**src/rtl/sha256_ctrl_pkg.sv**
```systemverilog
// Shared state encoding and block-level constants for the SHA-256 controller.
// Optional build macro used by users of this package: SHA_CTRL_CYCLE_CNT_EN.
package sha_pkg;

  localparam int NUM_HWORDS = 8;
  localparam int NUM_MWORDS = 16;
  localparam int NUM_ROUNDS = 64;

  typedef logic [2:0] state_t;

  localparam state_t ST_IDLE   = 3'd0;
  localparam state_t ST_LOAD_H = 3'd1;
  localparam state_t ST_GAP_H  = 3'd2;
  localparam state_t ST_ROUND  = 3'd3;
  localparam state_t ST_GAP_R  = 3'd4;
  localparam state_t ST_FINAL  = 3'd5;
  localparam state_t ST_DRAIN  = 3'd6;
  localparam state_t ST_DONE   = 3'd7;

endpackage

```
**src/rtl/sha256_ctrl_if.sv**
```systemverilog
// Controller-side bundle: start/finish handshake plus hmem/kmem/msg/dom strobes and addresses.
// SHA_CTRL_CYCLE_CNT_EN adds the cycle_count observation bus.
interface sha256_ctrl_if #(
  parameter int HW_ADDR = 3,
  parameter int K_ADDR  = 6,
  parameter int M_ADDR  = 4
);
  logic               dut__xxx__start;
  logic               dut__xxx__finish;
  logic               H_read;
  logic               H_iterate;
  logic [HW_ADDR-1:0] dut__hmem__address;
  logic [K_ADDR-1:0]  dut__kmem__address;
  logic [M_ADDR-1:0]  dut__msg__address;
  logic               w_load;
  logic [HW_ADDR-1:0] dut__dom__address;
  logic               dut__dom__write;
  logic               busy;
`ifdef SHA_CTRL_CYCLE_CNT_EN
  logic [15:0]        cycle_count;
`endif

  modport master (
    input  dut__xxx__start,
    output dut__xxx__finish, H_read, H_iterate,
    output dut__hmem__address, dut__kmem__address, dut__msg__address, w_load,
    output dut__dom__address, dut__dom__write, busy
`ifdef SHA_CTRL_CYCLE_CNT_EN
    , output cycle_count
`endif
  );

  modport slave (
    output dut__xxx__start,
    input  dut__xxx__finish, H_read, H_iterate,
    input  dut__hmem__address, dut__kmem__address, dut__msg__address, w_load,
    input  dut__dom__address, dut__dom__write, busy
`ifdef SHA_CTRL_CYCLE_CNT_EN
    , input cycle_count
`endif
  );

endinterface

```
**src/rtl/sha256_ctrl_outpipe.sv**
```systemverilog
// DEPTH-stage valid/address shift register aligning dom writes with datapath output latency.
// Synchronous clear empties every stage; addresses of empty stages are zero.
module sha256_ctrl_outpipe #(
  parameter int DEPTH = 2,
  parameter int AW    = 3
) (
  input  logic          clk,
  input  logic          clr,
  input  logic          in_vld,
  input  logic [AW-1:0] in_addr,
  output logic          out_vld,
  output logic [AW-1:0] out_addr
);

  logic [DEPTH-1:0] vld_sr;
  logic [AW-1:0]    addr_sr [DEPTH];

  always_ff @(posedge clk) begin
    if (clr) begin
      vld_sr <= '0;
      for (int i = 0; i < DEPTH; i++) addr_sr[i] <= '0;
    end else begin
      vld_sr[0]  <= in_vld;
      addr_sr[0] <= in_addr;
      for (int i = 1; i < DEPTH; i++) begin
        vld_sr[i]  <= vld_sr[i-1];
        addr_sr[i] <= addr_sr[i-1];
      end
    end
  end

  assign out_vld  = vld_sr[DEPTH-1];
  assign out_addr = addr_sr[DEPTH-1];

endmodule

```
**src/rtl/sha256_ctrl.sv**
```systemverilog
// SHA-256 compression sequencer: load H, ROUNDS round cycles, finalise, stream 8 words to dom, pulse finish.
// Optional macro SHA_CTRL_CYCLE_CNT_EN adds a saturating 16-bit busy-cycle counter.
module sha256_ctrl
  import sha_pkg::*;
#(
  parameter int ROUNDS  = NUM_ROUNDS,
  parameter int OUT_LAT = 2,
  parameter int HW_ADDR = 3,
  parameter int K_ADDR  = 6,
  parameter int M_ADDR  = 4
) (
  input logic           clk,
  input logic           reset,
  sha256_ctrl_if.master bus
);

  localparam int CNT_W = (K_ADDR > 6) ? K_ADDR : 6;
  localparam logic [CNT_W-1:0] LAST_HWORD = CNT_W'(NUM_HWORDS - 1);
  localparam logic [CNT_W-1:0] LAST_MSG   = CNT_W'(NUM_MWORDS - 1);
  localparam logic [CNT_W-1:0] LAST_ROUND = CNT_W'(ROUNDS - 1);
  localparam logic [CNT_W-1:0] LAST_DRAIN = CNT_W'(OUT_LAT - 1);

  state_t             state, state_nxt;
  logic [CNT_W-1:0]   cnt, cnt_nxt;

  logic               finish_q, h_read_q, h_iterate_q, w_load_q, busy_q;
  logic [HW_ADDR-1:0] hmem_addr_q;
  logic [K_ADDR-1:0]  kmem_addr_q;
  logic [M_ADDR-1:0]  msg_addr_q;
  logic               push_vld;
  logic [HW_ADDR-1:0] push_addr;

  // Every phase exits on its terminal count, and cnt restarts from zero on each state change.
  always_comb begin
    state_nxt = state;
    cnt_nxt   = cnt + 1'b1;
    case (state)
      ST_IDLE: begin
        cnt_nxt = '0;
        if (bus.dut__xxx__start) state_nxt = ST_LOAD_H;
      end
      ST_LOAD_H: if (cnt == LAST_HWORD) begin
        state_nxt = ST_GAP_H;
        cnt_nxt   = '0;
      end
      ST_GAP_H: begin
        state_nxt = ST_ROUND;
        cnt_nxt   = '0;
      end
      ST_ROUND: if (cnt == LAST_ROUND) begin
        state_nxt = ST_GAP_R;
        cnt_nxt   = '0;
      end
      ST_GAP_R: begin
        state_nxt = ST_FINAL;
        cnt_nxt   = '0;
      end
      ST_FINAL: if (cnt == LAST_HWORD) begin
        state_nxt = ST_DRAIN;
        cnt_nxt   = '0;
      end
      ST_DRAIN: if (cnt == LAST_DRAIN) begin
        state_nxt = ST_DONE;
        cnt_nxt   = '0;
      end
      default: begin
        state_nxt = ST_IDLE;
        cnt_nxt   = '0;
      end
    endcase
  end

  // Outputs are decoded from the next state so they line up with the state register.
  always_ff @(posedge clk) begin
    if (reset) begin
      state       <= ST_IDLE;
      cnt         <= '0;
      finish_q    <= 1'b0;
      h_read_q    <= 1'b0;
      h_iterate_q <= 1'b0;
      w_load_q    <= 1'b0;
      busy_q      <= 1'b0;
      hmem_addr_q <= '0;
      kmem_addr_q <= '0;
      msg_addr_q  <= '0;
    end else begin
      state       <= state_nxt;
      cnt         <= cnt_nxt;
      finish_q    <= (state_nxt == ST_DONE);
      busy_q      <= (state_nxt != ST_IDLE);
      h_read_q    <= (state_nxt == ST_LOAD_H) || (state_nxt == ST_FINAL);
      hmem_addr_q <= ((state_nxt == ST_LOAD_H) || (state_nxt == ST_FINAL))
                     ? cnt_nxt[HW_ADDR-1:0] : '0;
      h_iterate_q <= (state_nxt == ST_ROUND);
      kmem_addr_q <= (state_nxt == ST_ROUND) ? cnt_nxt[K_ADDR-1:0] : '0;
      w_load_q    <= (state_nxt == ST_ROUND) && (cnt_nxt <= LAST_MSG);
      msg_addr_q  <= ((state_nxt == ST_ROUND) && (cnt_nxt <= LAST_MSG))
                     ? cnt_nxt[M_ADDR-1:0] : '0;
    end
  end

  assign push_vld  = (state == ST_FINAL);
  assign push_addr = push_vld ? hmem_addr_q : '0;

  sha256_ctrl_outpipe #(
    .DEPTH (OUT_LAT),
    .AW    (HW_ADDR)
  ) u_outpipe (
    .clk      (clk),
    .clr      (reset),
    .in_vld   (push_vld),
    .in_addr  (push_addr),
    .out_vld  (bus.dut__dom__write),
    .out_addr (bus.dut__dom__address)
  );

  assign bus.dut__xxx__finish   = finish_q;
  assign bus.H_read             = h_read_q;
  assign bus.H_iterate          = h_iterate_q;
  assign bus.dut__hmem__address = hmem_addr_q;
  assign bus.dut__kmem__address = kmem_addr_q;
  assign bus.dut__msg__address  = msg_addr_q;
  assign bus.w_load             = w_load_q;
  assign bus.busy               = busy_q;

`ifdef SHA_CTRL_CYCLE_CNT_EN
  logic [15:0] cycle_cnt_q;

  always_ff @(posedge clk) begin
    if (reset) begin
      cycle_cnt_q <= '0;
    end else if ((state == ST_IDLE) && bus.dut__xxx__start) begin
      cycle_cnt_q <= '0;
    end else if ((state != ST_IDLE) && (cycle_cnt_q != 16'hFFFF)) begin
      cycle_cnt_q <= cycle_cnt_q + 16'd1;
    end
  end

  assign bus.cycle_count = cycle_cnt_q;
`endif

endmodule

```
**src/flat_wrapper.sv**
```systemverilog
// flat-port wrapper written by rule: the top's interface ports become plain ports
module sha256_ctrl_flat import sha_pkg::*;
#(
  parameter int ROUNDS  = NUM_ROUNDS,
  parameter int OUT_LAT = 2,
  parameter int HW_ADDR = 3,
  parameter int K_ADDR  = 6,
  parameter int M_ADDR  = 4
)
  (clk, reset, bus_dut__xxx__start, bus_dut__xxx__finish, bus_H_read, bus_H_iterate, bus_dut__hmem__address, bus_dut__kmem__address, bus_dut__msg__address, bus_w_load, bus_dut__dom__address, bus_dut__dom__write, bus_busy);
  sha256_ctrl_if #(.HW_ADDR(HW_ADDR), .K_ADDR(K_ADDR), .M_ADDR(M_ADDR)) bus_i ();
  input logic clk;
  input logic reset;
  input wire logic [$bits(bus_i.dut__xxx__start)-1:0] bus_dut__xxx__start;
  output wire logic [$bits(bus_i.dut__xxx__finish)-1:0] bus_dut__xxx__finish;
  output wire logic [$bits(bus_i.H_read)-1:0] bus_H_read;
  output wire logic [$bits(bus_i.H_iterate)-1:0] bus_H_iterate;
  output wire logic [$bits(bus_i.dut__hmem__address)-1:0] bus_dut__hmem__address;
  output wire logic [$bits(bus_i.dut__kmem__address)-1:0] bus_dut__kmem__address;
  output wire logic [$bits(bus_i.dut__msg__address)-1:0] bus_dut__msg__address;
  output wire logic [$bits(bus_i.w_load)-1:0] bus_w_load;
  output wire logic [$bits(bus_i.dut__dom__address)-1:0] bus_dut__dom__address;
  output wire logic [$bits(bus_i.dut__dom__write)-1:0] bus_dut__dom__write;
  output wire logic [$bits(bus_i.busy)-1:0] bus_busy;
  assign bus_i.dut__xxx__start = bus_dut__xxx__start;
  assign bus_dut__xxx__finish = bus_i.dut__xxx__finish;
  assign bus_H_read = bus_i.H_read;
  assign bus_H_iterate = bus_i.H_iterate;
  assign bus_dut__hmem__address = bus_i.dut__hmem__address;
  assign bus_dut__kmem__address = bus_i.dut__kmem__address;
  assign bus_dut__msg__address = bus_i.dut__msg__address;
  assign bus_w_load = bus_i.w_load;
  assign bus_dut__dom__address = bus_i.dut__dom__address;
  assign bus_dut__dom__write = bus_i.dut__dom__write;
  assign bus_busy = bus_i.busy;
  sha256_ctrl #(.ROUNDS(ROUNDS), .OUT_LAT(OUT_LAT), .HW_ADDR(HW_ADDR), .K_ADDR(K_ADDR), .M_ADDR(M_ADDR)) u_core (.clk(clk), .reset(reset), .bus(bus_i));
endmodule
```
**config.mk**
```make
export PLATFORM = sky130hd
export DESIGN_NAME = sha256_ctrl_flat
export DESIGN_NICKNAME = d
export VERILOG_FILES = /design/src/rtl/sha256_ctrl_pkg.sv /design/src/rtl/sha256_ctrl_if.sv /design/src/rtl/sha256_ctrl_outpipe.sv /design/src/rtl/sha256_ctrl.sv /design/src/flat_wrapper.sv
export SDC_FILE = /design/constraint.sdc
export NUM_CORES = 1
export LEC_CHECK = 0
export ABC_AREA = 1
export ABC_CLOCK_PERIOD_IN_PS = 1500
export CAP_MARGIN = 20
export CORE_MARGIN = 5
export CORE_UTILIZATION = 45
export CTS_CLUSTER_SIZE = 8
export DETAILED_ROUTE_END_ITERATION = 10
export PLACE_DENSITY = 0.85
export SLEW_MARGIN = 10
export SYNTH_ARGS = -nofsm -noshare
export SYNTH_HDL_FRONTEND = slang
export SYNTH_SLANG_ARGS = --single-unit
export TNS_END_PERCENT = 30
```
**constraint.sdc**
```tcl
create_clock -name clk -period 1.5 [get_ports clk]
set_input_delay 0.3 -clock clk [delete_from_list [all_inputs] [get_ports clk]]
set_output_delay 0.3 -clock clk [all_outputs]
set_load 0.05 [all_outputs]
```
Word-level counts from Yosys, hierarchy flattened
Memories as Yosys holds them, arrays and structs flattened. Index checks and enable logic that the tools add are counted.

Bits in writable memories: 6. Output and inout bits: 22. Logic and storage cells: 56. Input port bits: 3. Memories: 1. Bits in registers: 29.

Memories: u_core.u_outpipe.addr_sr (depth 2, bits a word 3, rd ports 2, clocked after Yosys merged registers in 0, write ports 2, RTL line sha256_ctrl_outpipe.sv:16) `logic [AW-1:0] addr_sr [DEPTH];`.

$add $sub $neg: 1. Reductions and logical operators: 8. Equal/unequal tests: 13. $lt $le $gt $ge: 1. Bitwise operators: 5. Multiplexer cells: 16.

Operators with widths (number): $mux W3 (8); $pmux W3 S7 (1); $mux W6 (3); $pmux W6 S3 (1); $eq A3 B3 Y1 const B (5); $eq A3 B2 Y1 const B (3); $reduce_or A2 Y1 (4); $add A6 B1 Y6 const B (1); $eq A3 B1 Y1 const B (2); $eq A6 B1 Y1 const B (1); $eq A6 B3 Y1 const B (1); $eq A6 B6 Y1 const B (1); $le A6 B4 Y1 const B (1); $logic_not A3 Y1 (1); $mux W1 (3); $not A1 Y1 (3); $reduce_bool A3 Y1 (1); $or A1 B1 Y1 (2); $logic_and A1 B1 Y1 (1); $logic_or A1 B1 Y1 (1).

Longest topological paths before layout
Depth after elaboration: 7. Depth in mapped cells: 10. Mapped depth without buffers: 10.

By module
From an unflattened synthesis, not the netlist that was laid out.

Cell total of the unflattened synthesis: 168. Area total of the unflattened synthesis: 1317.5 µm².

Modules (own cells, without submodules): sha256_ctrl (area each 1063.5 µm², sequential area each 540.5 µm², times used 1, cells each 140); sha256_ctrl_outpipe (area each 254.0 µm², sequential area each 160.2 µm², times used 1, cells each 28).

Worst setup path after synthesis
OpenSTA, ideal clock, no wires.

Kind: reg-to-reg. Start: reg u_core.cnt[0]. End: reg u_core.msg_addr_q[2], in the netlist u_core.bus.dut__msg__address[2]. Setup time: 0.117 ns. Path buffers: 0. Data required time: 1.383 ns. Data arrival time: 1.280 ns. Slack: 0.103 ns. Clock period less this slack: 1.397 ns. Cell stages (with the launch flop): 9. Path through: dfxtp_1 -> ha_1 -> nand3_2 -> o21ai_2 -> nand2_2 -> nor2_4 -> nor2_4 -> nand3_1 -> nor2_1.

Cells in the longest elaborated chain, start to end: 7. Elaborated cells between the ends (all ways): 18. Those cells by class: add/sub (1); order compare (1); eq/ne (4); mux (9); bitwise (1); reduce/logical (2).

RTL lines: start, declared (RTL line sha256_ctrl.sv:24) `logic [CNT_W-1:0] cnt, cnt_nxt;`; start signal, assigned (RTL line sha256_ctrl.sv:88) `cnt <= cnt_nxt;`; $add A6 B1 Y6, or another cell as far along (RTL line sha256_ctrl.sv:36) `cnt_nxt = cnt + 1'b1;`; $mux W6, or another cell as far along (RTL line sha256_ctrl.sv:62) `ST_DRAIN: if (cnt == LAST_DRAIN) begin`; $pmux W6 S3 or $pmux W3 S7 (tied branches) (RTL line sha256_ctrl.sv:37) `case (state)`; $le A6 B4 Y1 or $eq A3 B2 Y1 (tied branches) (RTL line sha256_ctrl.sv:97) `msg_addr_q <= ((state_nxt == ST_ROUND) && (cnt_nxt <= LAST_MSG))`; $logic_and A1 B1 Y1 (RTL line sha256_ctrl.sv:97); $not A1 Y1 (no source line); $reduce_or A2 Y1 (no source line); end signal, assigned (RTL line sha256_ctrl.sv:97); end, declared (RTL line sha256_ctrl.sv:29) `logic [M_ADDR-1:0] msg_addr_q;`.

Several ways; a longest one is shown, not always the timed one. A chain may end at the register's enable or synchronous reset.

Final worst setup path
Start: reg u_core.cnt[1]. End: reg u_core.kmem_addr_q[4], in the netlist u_core.bus.dut__kmem__address[4].

Cells in the longest elaborated chain, start to end: 6. Elaborated cells between the ends (all ways): 16. Those cells by class: add/sub (1); eq/ne (4); mux (9); bitwise (1); reduce/logical (1).

RTL lines: $eq A6 B1 Y1, or another cell as far along (RTL line sha256_ctrl.sv:62); $mux W3 (on tied branches); $pmux W3 S7 (RTL line sha256_ctrl.sv:37); $eq A3 B2 Y1 (RTL line sha256_ctrl.sv:95) `kmem_addr_q <= (state_nxt == ST_ROUND) ? cnt_nxt[K_ADDR-1:0] : '0;`; $not A1 Y1 (no source line); $reduce_or A2 Y1 (no source line); end signal, assigned (RTL line sha256_ctrl.sv:95); end, declared (RTL line sha256_ctrl.sv:28) `logic [K_ADDR-1:0] kmem_addr_q;`.

Several ways; a longest one is shown, not always the timed one.

==> out/qor.csv <==
metric,value,unit
grt-ovfl-total,0,
crit_family,simple AND/OR/NAND/NOR gates,
setup.worst_path.class,flop to flop,
clkPwrFrac,0.302,
synthCells,161,
regArea,707,um2
finalWorstSetupSlack,-0.0482,ns
core,0.00276,mm2
grt_pass1_vias,996,
critPathCaptureType,flop,
nets,200,
io_pins,25,
syn_area,0.00129,mm2
fin_util,0.710,
dp_cells,216,
syn_area_per_cell,8.00,um2
place.gp.congestion,0.889,
ant_nets,0,
crit_fanout,5,
drv_cap,0,
pre_cts_ws,-0.0113,ns
sw_frac_of_total,0.246,
pwr-share-seq,0.602,
area_growth,51.8,%
first_pass_iters,4,
yosys_warnings,0,
diodes,0,
dieArea,0.00403,mm2
violations,negative setup slack,
wl,2.59,mm
max_slew_margin,0.816,
crit_path_top_delay_cell,dfxtp_4,
yosys_register_bits,35,
period_share,1.03,
final_layout_size_suffix_gt1_frac,0.321,
vias,1055,
drc,0,
portBuffers,24,
instances_no_fill,227,
clock_latency,0.33,ns
max-vdd-ir-drop,0.923,mV
final_max_slew_viol_count,0,
grt_max_degree,14,
cp.arrival,1.81,ns
multiInputGateArea,517,um2
grt_usage,0.130,
worst_path_largest_cell_delay,0.37,ns
status,finished with violations,
max_slew.worst_pin.slew,0.277,ns
dpl.hpwl,1.90,mm
die_w,63.5,um
fillers,201,
period_minus_slack,1.55,ns
finalSetupViolations,7,
leakagePower,0.000901,uW
tritoncts,built,
powerDensity,805,mW/mm2
critPathBufInv,2,
fp-row-count,19,
critPathRequiredTime,1.76,ns
cp-start-kind,flop,
grt_pass1_wl,4.23,mm
drt-initial-drc-count,19,
fin_worst_skew,0.00890,ns
cts-root-buf,clkbuf_4,
whs,0.407,ns
yosysSeqAreaShare,0.544,
cts_sinks,35,
via_per_inst,4.65,
power,1570,uW
synth_nets,166,
synth.distinct_cells,22,
fp.dieH,63.5,um
comb_power_share,0.096,
antenna_found_initial,0,
rsz0062_at_grt,true,
start_util,0.467,
clkTransAtPathRegs,0.10,ns
hp-class,flop to flop,
numCtsBuffers,5,
path_cells,buf_6 -> inv_4 -> ha_4 -> nand2_2 -> nor2_2 -> nand2_1 -> nand2_2 -> nor2_4 -> nor2_4 -> nand2_2 -> nor2_1,
postCtsHoldBufs,0,
wl_per_cell,11.4,um
max_freq,646,MHz
cts_buffer_depth,2,
path_common_cell,nand2_2,
hold_viol,0,
htree_levels,2,
p_int,1190,uW
p_sw,387,uW
-- synthesized netlist by cell type --
cell type	instances	area [um2]
nand3_2	2	20.0
a21oi_1	4	20.0
o21ai_1	1	5.00
nand2_1	21	78.8
nand3b_1	1	7.51
inv_1	29	109
xor2_1	1	8.76
nand3_1	9	45.0
buf_4	3	22.5
o21ai_0	2	10.0
nor2_4	2	22.5
clkbuf_1	1	3.75
inv_2	1	3.75
nor3_1	1	5.00
o21ai_2	1	8.76
nor2_1	37	139
dfxtp_1	35	701
ha_1	2	25.0
nor2_2	2	12.5
nand4_1	2	12.5
nand2_2	3	18.8
o211a_1	1	10.0
-- final timing paths --
path                                      end  slack [ns]                           start  depth (start not counted)
max          u_core.bus.dut__kmem__address[4]       -0.05                   u_core.cnt[1]                         11
min            u_core.u_outpipe.addr_sr[0][3]        0.41  u_core.u_outpipe.addr_sr[0][0]                          2
max reg2reg  u_core.bus.dut__kmem__address[4]       -0.05                   u_core.cnt[1]                         11
min reg2reg    u_core.u_outpipe.addr_sr[0][3]        0.41  u_core.u_outpipe.addr_sr[0][0]                          2
-- registers in the layout, summed over array words and instances, names as in the netlist --
name / cells
u_core.bus.dut__hmem__address: 3
u_core.cnt: 6
u_core.bus.dut__msg__address: 4
u_core.u_outpipe.addr_sr: 6
u_core.bus.H_iterate: 1
u_core.bus.busy: 1
u_core.bus.H_read: 1
u_core.bus.w_load: 1
u_core.bus.dut__kmem__address: 6
u_core.state: 3
u_core.u_outpipe.vld_sr: 2
u_core.bus.dut__xxx__finish: 1
-- power by group through the flow --
stage	clock network, uW	registers (uW)	logic (uW)
after global placement	0	970	125
after global routing	532	950	161
after CTS	486	948	132
after detailed placement	0	969	128
after floorplan	0	989	50.8
final	476	948	150
-- logic make-up (layout without fill, tap and decap cells) --
logic type	after synthesis	count (layout)	synth area share
xor+xnor	1	1	0.00680
buf+inv	34	69	0.108
simple gates	80	80	0.281
compound gates	9	9	0.0417
fa+ha+maj	2	2	0.0194
flops	35	35	0.544
-- worst min-delay path, delay by kind of cell, from the launching register on --
family                 cells  cell delay, ns
flip-flops                 1            0.31
buffers and inverters      1            0.04
AND/OR/NAND/NOR            1            0.03
-- routing by layer --
| layer | up-vias | track usage | wire length (um) |
|---|---|---|---|
| met1 | 461 | 0.147 | 1030 |
| li1 | 551 | - | - |
| met3 | 4 | 0.0622 | 200 |
| met4 | 0 | 0.0234 | 36 |
| met2 | 39 | 0.225 | 1330 |
| met5 | - | 0 | 0 |
-- stage by stage --
stage,instance area (um2),setup TNS (ns)
final,1960,-0.161
after global routing,1960,-1.14
after CTS,1870,0
after detailed placement,1800,-0.0151
after global placement,1800,0
after floorplan,1290,0
-- final cells by class --
cell class | instances | share of cell area
repair buffers | 31 | 0.270
clock buffers | 7 | 0.0230
inverters | 30 | 0.0588
flip-flops and latches | 35 | 0.361
well taps | 31 | 0.0198
multi-input cells | 92 | 0.264
clock inverters | 1 | 0.00256
-- cell usage in the layout (no fill, tap or decap) --
| cell | instances |
|---|---|
| clkbuf_4 | 5 |
| inv_4 | 1 |
| a21oi_1 | 4 |
| dfxtp_4 | 1 |
| clkinv_2 | 1 |
| ha_4 | 2 |
| xor2_1 | 1 |
| nand2_2 | 6 |
| nor3_1 | 1 |
| nor2_1 | 34 |
| nor2_4 | 2 |
| o211a_1 | 1 |
| clkdlybuf4s50_1 | 2 |
| buf_12 | 23 |
| nand3_2 | 6 |
| o21ai_1 | 2 |
| inv_1 | 27 |
| buf_4 | 5 |
| dfxtp_1 | 32 |
| dfxtp_2 | 2 |
| clkbuf_1 | 2 |
| buf_6 | 1 |
| inv_2 | 2 |
| nand2_1 | 18 |
| nand4_1 | 2 |
| nor2_2 | 5 |
| nand3_1 | 5 |
| o21ai_0 | 1 |
| nand3b_1 | 1 |
| o21ai_4 | 1 |
-- timing repair --
item,in CTS,in global routing
buffers inserted,0,3
gates resized for setup,5,19
endpoints found under the hold margin,0,0
pin swaps,1,9
endpoints found under the setup margin,9,20
No activity file was read; power rests on OpenSTA's default activity.
